### src/rtl/reg_alu_core.sv
// reg_alu_core - multi-cycle, single-issue execute unit with an internal
// register file and a registered flag set.
//
// One instruction is accepted per valid/ready handshake. It then walks
// IDLE -> READ -> EXEC -> RESP. Illegal opcodes go straight from IDLE to RESP.
//
// Ports
//   clk, rst_n       : clock (rising edge) and asynchronous active-low reset
//   in_valid/in_ready: instruction handshake; accepted when both are high
//   opcode,rd,rs1,rs2: operation, destination index and source indices
//   imm              : immediate operand for LDI
//   out_valid        : one-cycle completion pulse, high during RESP
//   res,cf,zf,sf,vf  : result and flags of the last legal completion
//   invalid          : the last completed opcode was illegal
module reg_alu_core #(
    parameter  int WIDTH = 8,
    parameter  int NREGS = 16,
    localparam int AW    = $clog2(NREGS)
) (
    input  logic             clk,
    input  logic             rst_n,
    input  logic             in_valid,
    output logic             in_ready,
    input  logic [2:0]       opcode,
    input  logic [AW-1:0]    rd,
    input  logic [AW-1:0]    rs1,
    input  logic [AW-1:0]    rs2,
    input  logic [WIDTH-1:0] imm,
    output logic             out_valid,
    output logic [WIDTH-1:0] res,
    output logic             cf,
    output logic             zf,
    output logic             sf,
    output logic             vf,
    output logic             invalid
);

    localparam logic [2:0] OP_AND = 3'b000;
    localparam logic [2:0] OP_OR  = 3'b001;
    localparam logic [2:0] OP_ADD = 3'b010;
    localparam logic [2:0] OP_SUB = 3'b011;
    localparam logic [2:0] OP_LDI = 3'b100;
    localparam logic [2:0] OP_XOR = 3'b101;
    localparam logic [2:0] OP_CMP = 3'b110;
    localparam logic [2:0] OP_ILL = 3'b111;

    typedef enum logic [1:0] {IDLE, READ, EXEC, RESP} state_t;

    typedef struct packed {
        logic [2:0]       op;
        logic [AW-1:0]    rd;
        logic [AW-1:0]    rs1;
        logic [AW-1:0]    rs2;
        logic [WIDTH-1:0] imm;
    } instr_t;

    state_t                       state, state_n;
    instr_t                       ins;
    logic [NREGS-1:0][WIDTH-1:0]  regs;
    logic [WIDTH-1:0]             a, b;
    logic [WIDTH-1:0]             alu_res;
    logic                         alu_cf, alu_vf;
    logic [WIDTH:0]               sum, diff;
    logic                         accept;

    assign in_ready  = (state == IDLE);
    assign out_valid = (state == RESP);
    assign accept    = in_valid && in_ready;

    // ---------------- FSM ----------------
    always_ff @(posedge clk or negedge rst_n) begin
        if (!rst_n) state <= IDLE;
        else        state <= state_n;
    end

    always_comb begin
        state_n = state;
        case (state)
            IDLE: if (accept) state_n = (opcode == OP_ILL) ? RESP : READ;
            READ: state_n = EXEC;
            EXEC: state_n = RESP;
            RESP: state_n = IDLE;
            default: state_n = IDLE;
        endcase
    end

    // ---------------- instruction and operand latches ----------------
    always_ff @(posedge clk or negedge rst_n) begin
        if (!rst_n) begin
            ins <= '0;
            a   <= '0;
            b   <= '0;
        end else begin
            if (accept) ins <= '{op: opcode, rd: rd, rs1: rs1, rs2: rs2, imm: imm};
            // Operands are captured before the EXEC write, so rs==rd sees
            // the old value.
            if (state == READ) begin
                a <= regs[ins.rs1];
                b <= regs[ins.rs2];
            end
        end
    end

    // ---------------- ALU ----------------
    // One extra bit holds the carry out of ADD and the borrow of SUB/CMP.
    assign sum  = {1'b0, a} + {1'b0, b};
    assign diff = {1'b0, a} - {1'b0, b};

    always_comb begin
        alu_res = '0;
        alu_cf  = 1'b0;
        alu_vf  = 1'b0;
        case (ins.op)
            OP_AND: alu_res = a & b;
            OP_OR:  alu_res = a | b;
            OP_XOR: alu_res = a ^ b;
            OP_LDI: alu_res = ins.imm;
            OP_ADD: begin
                alu_res = sum[WIDTH-1:0];
                alu_cf  = sum[WIDTH];
                alu_vf  = (a[WIDTH-1] == b[WIDTH-1]) && (sum[WIDTH-1] != a[WIDTH-1]);
            end
            OP_SUB, OP_CMP: begin
                alu_res = diff[WIDTH-1:0];
                alu_cf  = diff[WIDTH];
                alu_vf  = (a[WIDTH-1] != b[WIDTH-1]) && (diff[WIDTH-1] != a[WIDTH-1]);
            end
            default: ;
        endcase
    end

    // ---------------- result, flags, invalid ----------------
    always_ff @(posedge clk or negedge rst_n) begin
        if (!rst_n) begin
            res     <= '0;
            cf      <= 1'b0;
            zf      <= 1'b0;
            sf      <= 1'b0;
            vf      <= 1'b0;
            invalid <= 1'b0;
        end else if (state == EXEC) begin
            res     <= alu_res;
            cf      <= alu_cf;
            zf      <= (alu_res == '0);
            sf      <= alu_res[WIDTH-1];
            vf      <= alu_vf;
            invalid <= 1'b0;
        end else if (accept && opcode == OP_ILL) begin
            // Illegal op leaves result and flags untouched.
            invalid <= 1'b1;
        end
    end

    // ---------------- register file (single write port) ----------------
    always_ff @(posedge clk or negedge rst_n) begin
        if (!rst_n)
            regs <= '0;
        else if (state == EXEC && ins.op != OP_CMP)
            regs[ins.rd] <= alu_res;
    end

endmodule
### config.mk
export PLATFORM = sky130hd
export DESIGN_NAME = reg_alu_core
export DESIGN_NICKNAME = d
export VERILOG_FILES = /design/src/rtl/reg_alu_core.sv
export SDC_FILE = /design/constraint.sdc
export NUM_CORES = 1
export LEC_CHECK = 0
export CAP_MARGIN = 10
export CORE_MARGIN = 2
export CORE_UTILIZATION = 49
export DETAILED_ROUTE_END_ITERATION = 8
export DONT_BUFFER_PORTS = 1
export MAX_ROUTING_LAYER = met4
export SYNTH_ARGS = -nofsm -noshare
export SYNTH_HDL_FRONTEND = slang
export SYNTH_SLANG_ARGS = --single-unit
### constraint.sdc
create_clock -name clk -period 5.48 [get_ports clk]
set_input_delay 0.822 -clock clk [delete_from_list [all_inputs] [get_ports clk]]
set_output_delay 0.822 -clock clk [all_outputs]
set_load 0.02 [all_outputs]
==> results by group, run 1 <==
Setup path
  • Crit Path Category: register to register
  • Setup crit start kind: register
  • Critical R2R Launch: a[1]
  • CP max FO: 18
  • Required time worst endpoint: 5.84 ns
  • R2r setup slk: 2.20 ns
  • Worst Path Arrival: 3.65 ns
  • Reg2Reg Depth: 9
  • CP max stage delay: 0.88 ns
  • FF-to-FF End: zf
  • Slowest cell on crit path: a2111oi_4
  • Cells along the critical path: inv_1, ha_1, o21bai_1, a21oi_4, o31ai_1, a221o_1, nor3_1, a2111oi_4, a32o_1
  • Worst setup EP type: register

Clocking
  • Clock slew at reported path FFs: 0.07 ns
  • Post-cts sizing count: 0
  • CTS tree: yes
  • Postcts setup bufs: 0
  • Clock buffer depth: 2
  • Clk root buf: clkbuf_16
  • Clock sink count: 181
  • Hold Buf Count CTS: 0
  • # H-tree levels: 4
  • Worst skew pair latency: 0.43 ns
  • Clock buffers created by TritonCTS: 17

Synthesis
  • Share of flip-flops with an asynchronous set or reset: 100%
  • Most numerous cell in the Yosys netlist: dfrtp_1
  • Share of the synthesized area in the top cell type: 45.7%
  • Net Count, Synth: 891
  • #FFs+latches synth: 181
  • Synthesized area: 9910 um2
  • Largest family of logic cells by synthesized area: multiplexers
  • Mapped Cells: 834
  • Syn Area/Cell: 11.9 um2
  • Compound-Gate Fraction of Synth Area: 10.0%
  • Ys flop type: dfrtp_1
  • Synth cell types: 55
  • Largest cells by area after synthesis: dfrtp_1, mux4_2, mux2_2, a21oi_1, nor2_1
  • Syn. warnings: 0
  • Number of synthesized flops with an enable pin: 0
  • Synth Area in Adders: 4.06%
  • Most frequent cells after synthesis: dfrtp_1, nor2_1, a21oi_1
  • Synth Area in XOR/XNOR: 0.884%
  • Yosys top cell by area: dfrtp_1
  • Post-synthesis simple-gate area fraction: 8.41%
  • Post-synthesis sequential area ratio: 45.7%
  • Mux share of post-synthesis cell area: 25.8%

Layout
  • Layout cell share with drive strength beyond 1: 24.5%
  • Fill cells: 1778
  • ANT cells: 0
  • Non-Filler Instances: 1091
  • Nets: 865
  • Area grow syn2layout: 6.93%

Timing
  • Final hold vios: 0
  • Crit share post-route: 59.9%
  • Fmax: 305 MHz
  • RSZ-0062 raised after global routing: no
  • Count of final setup violators: 0
  • Setup TNS: 0 ns
  • Worst slew pin tran: 1.23 ns
  • Fin Clk Skew: 0.0128 ns
  • Fin. max-slew vios: 0
  • Tmin final: 3.28 ns
  • Rel. slew slack: 17.5%

Global routing
  • Largest net degree at the start of global routing: 182
  • Vias in the first global route: 6858
  • First-pass GRT wire length: 39200 um
  • Total gr overflow: 0
  • Total track usage: 25.1%
  • Initial antenna violation count: 0

Die
  • Cell row count: 52
  • Die X: 146 um
  • Core area: 20000 um2
  • Die area: 21400 um2
  • Starting density of the core: 49.5%
  • Top Ports: 41
  • Die H: 146 um

Route
  • # DRC: 0
  • Drt pass-1 iters: 5
  • Final wirelength: 24600 um
  • WL/cell: 22.5 um
  • Via count: 6581
  • Post-route ant nets: 0
  • Vias per cell: 6.03
  • DR iter-0 viols: 495

Placement
  • Post-DP HPWL: 16100 um
  • GPL Wtd Cong: 0.847
  • Placed Cells: 1058
  • Port Buffers: 0

Outcome
  • Status: completed

Power
  • Static leakage: 4.49 nW
  • Tot Pwr: 7.40 mW
  • Cell Pwr Density: 699 nW/um2
  • Peak VDD IR: 0.256 mV

Worst hold path
  • Hold WC Path Type: primary input to async pin

Job
  • Max cap viols: 0
-- power by group --
group / internal (mW) / switching [mW] / leakage [nW]
sequential: 1.93 / 0.773 / 2.29
clock: 0.615 / 0.578 / 0.280
combinational: 1.73 / 1.78 / 1.93
total: 4.27 / 3.13 / 4.49
-- cell usage in the layout (no fill, tap or decap), types with 3 or more instances in the layout --
master / synthesis / layout
clkbuf_16: 0 / 17
and3_1: 4 / 4
o21ai_0: 52 / 52
a21oi_1: 93 / 93
xnor2_1: 7 / 7
a211oi_1: 5 / 4
nand2b_1: 4 / 4
xor2_1: 3 / 3
nor2_1: 104 / 104
o31ai_1: 3 / 3
nand2_1: 62 / 62
nor3_1: 10 / 10
nand3_1: 3 / 3
buf_4: 1 / 16
dfrtp_1: 181 / 177
mux2_2: 53 / 53
ha_1: 29 / 29
a31oi_1: 3 / 3
mux4_2: 84 / 84
dfrtp_2: 0 / 4
inv_1: 34 / 34
inv_8: 0 / 4
-- registers in the layout, indices dropped and copies added (netlist names) --
signal,cells
res,8
zf,1
state,2
ins,23
vf,1
invalid,1
b,8
cf,1
a,8
regs,128
-- worst max-delay path by stage --
stage	startpoint	to	slack, ns	depth (start not counted)
floorplan	a[1]	regs[15]	2.93	10
global placement	a[1]	zf	2.39	9
detailed placement	a[1]	regs[7]	2.25	9
CTS	a[1]	zf	2.25	9
global route	a[1]	regs[71]	1.93	9
finish	a[1]	zf	2.20	9
-- worst max-delay path: cells and delay by family (launching register included) --
family	cells	cell delay, ns
AO/OA/AOI/OAI	6	2.23
buffers and inverters	1	0.12
flip-flops	1	0.42
AND/OR/NAND/NOR	1	0.09
adder cells (fa/ha/maj)	1	0.35
-- layer usage --
metal | wire [um] | vias up | global-route usage, %
met5 | 0 | - | -
met4 | 639 | 0 | 8.16
met3 | 1390 | 52 | 4.81
met2 | 12400 | 237 | 41.7
met1 | 10200 | 3335 | 31.3
li1 | - | 2957 | -
-- metrics by stage --
| step | cell area (um2) | hold slack (ns) | worst slack [ns] | util [%] |
|---|---|---|---|---|
| after floorplan | 9910 | 0.462 | 2.93 | - |
| after global placement | 10000 | 0.474 | 2.39 | 50.0 |
| after detailed placement | 10000 | 0.491 | 2.25 | 50.0 |
| after CTS | 10600 | 0.0741 | 2.25 | 52.8 |
| after global routing | 10600 | 0.0702 | 1.93 | 52.9 |
| final | 10600 | 0.0935 | 2.20 | 52.9 |
-- logic make-up (layout without fill, tap and decap cells) --
logic type,count (synthesis),after routing
AND/OR/NAND/NOR,199,199
flip-flops,181,181
AO/OA/AOI/OAI,174,174
multiplexers,141,141
buffers and inverters,98,85
adder cells (fa/ha/maj),31,31
XOR/XNOR,10,10
-- layout make-up --
| cell class | instances | area, um2 | area share (%) |
|---|---|---|---|
| tap | 270 | 338 | 3.19 |
| timing repair buffer | 17 | 131 | 1.24 |
| inverter | 36 | 135 | 1.27 |
| sequential | 181 | 4530 | 42.8 |
| clock inverter | 14 | 138 | 1.30 |
| clock buffer | 18 | 439 | 4.14 |
| multi-input combinational | 555 | 4880 | 46.1 |
(Power assumes the default switching activity.)
==> run 2: changes to the inputs <==
==> constraint.sdc (replaced) <==
create_clock -name clk -period 3.25 [get_ports clk]
set_input_delay 0.4875 -clock clk [delete_from_list [all_inputs] [get_ports clk]]
set_output_delay 0.4875 -clock clk [all_outputs]
set_load 0.02 [all_outputs]
==> results by group, run 2 (same netlist as run 1, synthesis figures left out) <==
Outcome
  • Status: finished with violations (was completed)
  • Failing checks: hold timing

Layout
  • Layout cell share with drive strength beyond 1: 25.4% (was 24.5%)
  • Fill cells: 1766 (was 1778)
  • Design Area, Final: 10700 um2 (was 10600 um2)
  • Leading cell type in the layout, fill and taps excluded: dfrtp_1 (unchanged)
  • Reg area: 4530 um2 (about the same)
  • Largest reg by FF count: regs (unchanged)
  • ANT cells: 0 (unchanged)
  • Area grow syn2layout: 8.18% (was 6.93%)
  • Multi-input gate area: 4890 um2 (was 4880 um2)
  • Nets: 876 (was 865)
  • Max reg flops: 128 (unchanged)
  • Most frequent cells in the layout: dfrtp_1, nor2_1, a21oi_1, mux4_2, nand2_1 (unchanged)
  • Finished Core Util: 53.5% (was 52.9%)
  • Largest registers: regs x128, ins x23 (unchanged)

Route
  • Post-route ant nets: 0 (unchanged)
  • Via count: 6608 (was 6581)
  • # DRC: 0 (unchanged)
  • Drt pass-1 iters: 5 (unchanged)
  • WL/cell: 22.0 um (was 22.5 um)
  • Final wirelength: 24300 um (was 24600 um)
  • DR iter-0 viols: 376 (was 495)
  • Vias per cell: 6.00 (was 6.03)

Power
  • Peak VDD IR: 0.503 mV (was 0.256 mV)
  • Static leakage: 4.57 nW (was 4.49 nW)
  • Cell Pwr Density: 1190 nW/um2 (was 699 nW/um2)

Timing
  • Count of final setup violators: 0 (unchanged)
  • Rel. slew slack: 19.5% (was 17.5%)
  • Fin Clk Skew: 0.0114 ns (was 0.0128 ns)
  • Tmin final: 3.00 ns (was 3.28 ns)
  • Fin. max-slew vios: 0 (unchanged)
  • Crit share post-route: 92.5% (was 59.9%)
  • Setup TNS: 0 ns (unchanged)
  • RSZ-0062 raised after global routing: no (unchanged)
  • Fmax: 333 MHz (was 305 MHz)
  • Hold WS: -0.245 ns (was 0.0935 ns)
  • Final hold vios: 181 (was 0)
  • Worst slew pin tran: 1.20 ns (was 1.23 ns)

Setup path
  • Top delay family on crit path: compound AO/OA/AOI/OAI gates (unchanged)
  • Reg2Reg Depth: 10 (was 9)
  • Crit path depth: 10 (was 9)
  • Slowest cell on crit path: o31ai_1 (was a2111oi_4)
  • CP max stage delay: 0.47 ns (was 0.88 ns)
  • Required time worst endpoint: 3.53 ns (was 5.84 ns)
  • Start point of the critical path: a[1] (unchanged)
  • CP max FO: 18 (unchanged)
  • Crit Path Category: register to register (unchanged)
  • Worst Path Arrival: 3.28 ns (was 3.65 ns)
  • FF-to-FF End: regs[71] (was zf)
  • Buf/Inv on CP: 2 (was 1)
  • Worst Setup EP: regs[71] (was zf)
  • Cells along the critical path: inv_1, ha_1, o21bai_1, a21oi_4, o31ai_1, a221o_1, nor3_1, a2111oi_4, buf_4, o21ai_0 (was inv_1, ha_1, o21bai_1, a21oi_4, o31ai_1, a221o_1, nor3_1, a2111oi_4, a32o_1)
  • Setup crit start kind: register (unchanged)
  • R2r setup slk: 0.25 ns (was 2.20 ns)
  • Worst setup EP type: register (unchanged)
  • Critical R2R Launch: a[1] (unchanged)

Clocking
  • # H-tree levels: 4 (unchanged)
  • Clock slew at reported path FFs: 0.07 ns (about the same)
  • Clk root buf: clkbuf_16 (unchanged)
  • Clock buffers created by TritonCTS: 17 (unchanged)
  • Worst skew pair latency: 0.44 ns (was 0.43 ns)
  • Clock sink count: 181 (unchanged)
  • CTS tree: yes (unchanged)
  • Clock buffer depth: 2 (unchanged)

Die
  • Cell row count: 52 (unchanged)
  • Top Ports: 41 (unchanged)
  • Die H: 146 um (unchanged)
  • Die X: 146 um (unchanged)
  • Core area: 20000 um2 (unchanged)
  • Starting density of the core: 49.5% (unchanged)
  • Die area: 21400 um2 (unchanged)

Global routing
  • GR peak layer: met2 (unchanged)
  • First-pass GRT wire length: 38500 um (was 39200 um)
  • Total track usage: 24.5% (was 25.1%)
  • Met1 usage: 31.9% (was 31.3%)
  • Total gr overflow: 0 (unchanged)
  • Vias in the first global route: 6641 (was 6858)
  • Largest net degree at the start of global routing: 182 (unchanged)
  • Initial antenna violation count: 0 (unchanged)
  • Grt met3 use: 5.28% (was 4.81%)
  • GR Util met2: 39.2% (was 41.7%)

Placement
  • Post-DP HPWL: 17200 um (was 16100 um)
  • Dpl cell area: 10100 um2 (was 10000 um2)
  • Port Buffers: 0 (unchanged)
  • GPL Wtd Cong: 0.862 (was 0.847)

Worst hold path
  • Hold WC Path Type: primary input to async pin (unchanged)

Job
  • Max cap viols: 0 (unchanged)
run 2: cell count changes in the layout (fill, tap and decap cells not counted), sizes merged:
| cell | delta |
|---|---|
| buf | +11 |
| bufinv | +2 |
| clkbuf | -1 |
| clkinv | -2 |
| clkinvlp | -1 |
| inv | +2 |
run 2: layout make-up:
| type | count | area share (%) |
|---|---|---|
| Clock buffer | 17 | 3.97 |
| Clock inverter | 15 | 1.70 |
| Inverter | 36 | 1.26 |
| Multi-Input combinational cell | 555 | 45.6 |
| Sequential cell | 181 | 42.3 |
| Tap cell | 270 | 3.15 |
| Timing Repair Buffer | 28 | 2.08 |
run 2: power breakdown:
group	internal [mW]	switching, mW	total (mW)
Clock	1.17	0.966	2.13
Sequential	3.25	1.06	4.31
Combinational	3.03	3.30	6.33
Total	7.45	5.33	12.8
run 2: worst reg2reg max path: cells and delay by family (launching register included):
kind / cells / cell delay (ns)
adder cells (fa/ha/maj): 1 / 0.36
flip-flops: 1 / 0.42
AO/OA/AOI/OAI: 6 / 1.57
buffers and inverters: 2 / 0.40
AND/OR/NAND/NOR: 1 / 0.09
run 2: worst min path at each step:
stage,from,endpoint,slack (ns)
CTS,rst_n,ins[2],-0.27
detailed placement,rst_n,b[5],0.20
finish,rst_n,res[5],-0.25
floorplan,rst_n,a[0],0.19
global placement,rst_n,ins[4],0.20
global route,rst_n,ins[7],-0.28
run 2: through the flow:
step | cells | power (mW) | hold WS [ns] | worst slack (ns)
after floorplan | 834 | 8.89 | 0.192 | 0.697
after global placement | 1070 | 10.5 | 0.198 | 0.318
after detailed placement | 1070 | 10.7 | 0.204 | 0.212
after CTS | 1102 | 12.8 | -0.270 | 0.190
after global routing | 1102 | 13.6 | -0.281 | 0.103
final | 1102 | 12.8 | -0.245 | 0.245
run 2: timing repair:
action                     4_1_cts  5_1_grt
hold endpoints to repair       181      181
setup buffers                    0        0
setup endpoints to repair        0       13
resized for setup                0        1
run 2: per-layer routing:
layer / up-vias / routed length, um
li1: 2987 / -
met1: 3382 / 10300
met2: 191 / 12200
met3: 48 / 1290
met4: 0 / 520
met5: - / 0
==> run 3: changes to the inputs <==
--- a/config.mk
+++ b/config.mk
@@ -7,10 +7,12 @@
 export LEC_CHECK = 0
 export CAP_MARGIN = 10
 export CORE_MARGIN = 2
-export CORE_UTILIZATION = 49
+export CORE_UTILIZATION = 64
+export CTS_CLUSTER_DIAMETER = 150
 export DETAILED_ROUTE_END_ITERATION = 8
 export DONT_BUFFER_PORTS = 1
 export MAX_ROUTING_LAYER = met4
+export PLACE_DENSITY = 0.8
 export SYNTH_ARGS = -nofsm -noshare
 export SYNTH_HDL_FRONTEND = slang
 export SYNTH_SLANG_ARGS = --single-unit
==> results by group, run 3 (same netlist as run 1, synthesis figures left out) <==
Timing
  • Crit share post-route: 91.4% (was 92.5%)
  • Setup slack after layout: 0.278 ns (was 0.245 ns)
  • Worst slew pin tran: 1.20 ns (about the same)
  • Fin. max-slew vios: 0 (unchanged)
  • Final hold vios: 181 (unchanged)
  • Rel. slew slack: 19.5% (about the same)
  • Setup TNS: 0 ns (unchanged)
  • Hold WS: -0.258 ns (was -0.245 ns)
  • Tmin final: 2.97 ns (was 3.00 ns)
  • RSZ-0062 raised after global routing: no (unchanged)
  • Fin Clk Skew: 0.0186 ns (was 0.0114 ns)
  • Fmax: 337 MHz (was 333 MHz)
  • Count of final setup violators: 0 (unchanged)

Placement
  • GPL Wtd Cong: 0.936 (was 0.862)
  • Worst slack at placement: 0.249 ns (was 0.212 ns)
  • Post-DP HPWL: 16400 um (was 17200 um)
  • Placed Cells: 988 (was 1070)
  • Port Buffers: 0 (unchanged)

Layout
  • Nets: 876 (unchanged)
  • Leading cell type in the layout, fill and taps excluded: dfrtp_1 (unchanged)
  • Largest registers: regs x128, ins x23 (unchanged)
  • ANT cells: 0 (unchanged)
  • Largest reg by FF count: regs (unchanged)
  • Layout cell share with drive strength beyond 1: 25.4% (unchanged)
  • Area grow syn2layout: 6.94% (was 8.18%)
  • Most frequent cells in the layout: dfrtp_1, nor2_1, a21oi_1, mux4_2, nand2_1 (unchanged)
  • Non-Filler Instances: 1020 (was 1102)
  • Max reg flops: 128 (unchanged)

Setup path
  • R2r setup slk: 0.28 ns (was 0.25 ns)
  • FF-to-FF End: regs[39] (was regs[71])
  • CP max FO: 18 (unchanged)
  • Reg2Reg Depth: 10 (unchanged)
  • Crit Path Category: register to register (unchanged)
  • Start point of the critical path: a[1] (unchanged)
  • Setup crit start kind: register (unchanged)
  • Worst setup EP type: register (unchanged)
  • Worst Setup EP: regs[39] (was regs[71])
  • Critical R2R Launch: a[1] (unchanged)
  • Required time worst endpoint: 3.53 ns (about the same)
  • Worst Path Arrival: 3.26 ns (was 3.28 ns)

Power
  • Tot Pwr: 12.7 mW (was 12.8 mW)
  • Static leakage: 4.54 nW (was 4.57 nW)
  • Peak VDD IR: 0.878 mV (was 0.503 mV)
  • Cell Pwr Density: 1200 nW/um2 (was 1190 nW/um2)

Route
  • WL/cell: 23.6 um (was 22.0 um)
  • Drt pass-1 iters: 7 (was 5)
  • Via count: 6922 (was 6608)
  • Vias per cell: 6.79 (was 6.00)
  • Post-route ant nets: 0 (unchanged)
  • # DRC: 0 (unchanged)
  • Final wirelength: 24100 um (was 24300 um)
  • DR iter-0 viols: 831 (was 376)

Global routing
  • Total track usage: 32.4% (was 24.5%)
  • Vias in the first global route: 7142 (was 6641)
  • First-pass GRT wire length: 38800 um (was 38500 um)
  • Largest net degree at the start of global routing: 182 (unchanged)
  • Total gr overflow: 0 (unchanged)
  • Initial antenna violation count: 0 (unchanged)

Clocking
  • Clk root buf: clkbuf_16 (unchanged)
  • Clock buffers created by TritonCTS: 17 (unchanged)
  • CTS tree: yes (unchanged)
  • Clock slew at reported path FFs: 0.07 ns (about the same)
  • # H-tree levels: 4 (unchanged)
  • Worst skew pair latency: 0.45 ns (was 0.44 ns)
  • Clock sink count: 181 (unchanged)
  • Postcts setup bufs: 0 (unchanged)
  • Clock buffer depth: 2 (unchanged)

Worst hold path
  • Hold WC Path Type: primary input to async pin (unchanged)

Outcome
  • Failing checks: hold timing (unchanged)
  • Status: finished with violations (unchanged)

Die
  • Top Ports: 41 (unchanged)
  • Die X: 128 um (was 146 um)
  • Die H: 128 um (was 146 um)
  • Die area: 16500 um2 (was 21400 um2)
  • Core area: 15100 um2 (was 20000 um2)
  • Cell row count: 45 (was 52)
  • Starting density of the core: 65.4% (was 49.5%)

Job
  • Max cap viols: 0 (unchanged)
-- run 3: layer usage --
layer  vias to the layer above  global-route usage [%]  routed length, um
met5                         -                       -                  0
met3                       102                    7.28               1910
met4                         0                    14.8               1020
met1                      3482                    41.2               9230
li1                       2990                       -                  -
met2                       348                    50.4              12000
-- run 3: repair_timing --
action	4_1_cts	5_1_grt
endpoints found under the setup margin	0	14
endpoints found under the hold margin	181	181
resized for setup	0	2
-- run 3: final cells by class --
type | instances | area (um2)
Sequential cell | 181 | 4530
Fill cell | 1051 | 4550
Inverter | 36 | 135
Clock inverter | 15 | 151
Multi-Input combinational cell | 555 | 4900
Timing Repair Buffer | 28 | 223
Tap cell | 188 | 235
Clock buffer | 17 | 425
-- run 3: power by group --
part	switching (mW)	leakage [nW]	internal, mW	total (mW)
clock	0.982	0.272	1.01	2.00
combinational	3.31	1.98	3.04	6.35
sequential	1.13	2.29	3.25	4.38
total	5.42	4.54	7.30	12.7
-- run 3: worst min path at each step --
stage,startpoint,endpoint,slack [ns],cells after the start
after global placement,rst_n,ins[4],0.20,0
final,rst_n,ins[1],-0.26,0
after global routing,rst_n,ins[1],-0.28,0
after detailed placement,rst_n,a[4],0.20,0
after floorplan,rst_n,a[0],0.19,0
after CTS,rst_n,a[4],-0.26,0
-- run 3: stage by stage --
| step | area (um2) | utilization (%) |
|---|---|---|
| after global placement | 10000 | 66.1 |
| final | 10600 | 70.0 |
| after global routing | 10600 | 70.0 |
| after CTS | 10600 | 69.9 |
| after detailed placement | 10000 | 66.1 |
| after floorplan | 9910 | - |
-- run 3: critical path: stages (launching register included) --
cell and delay (ns):
dfrtp_1 0.43, inv_1 0.12, ha_1 0.35, o21bai_1 0.29
a21oi_4 0.11, o31ai_1 0.44, a221o_1 0.30, nor3_1 0.09
a2111oi_4 0.27, buf_4 0.29, o21ai_0 0.12
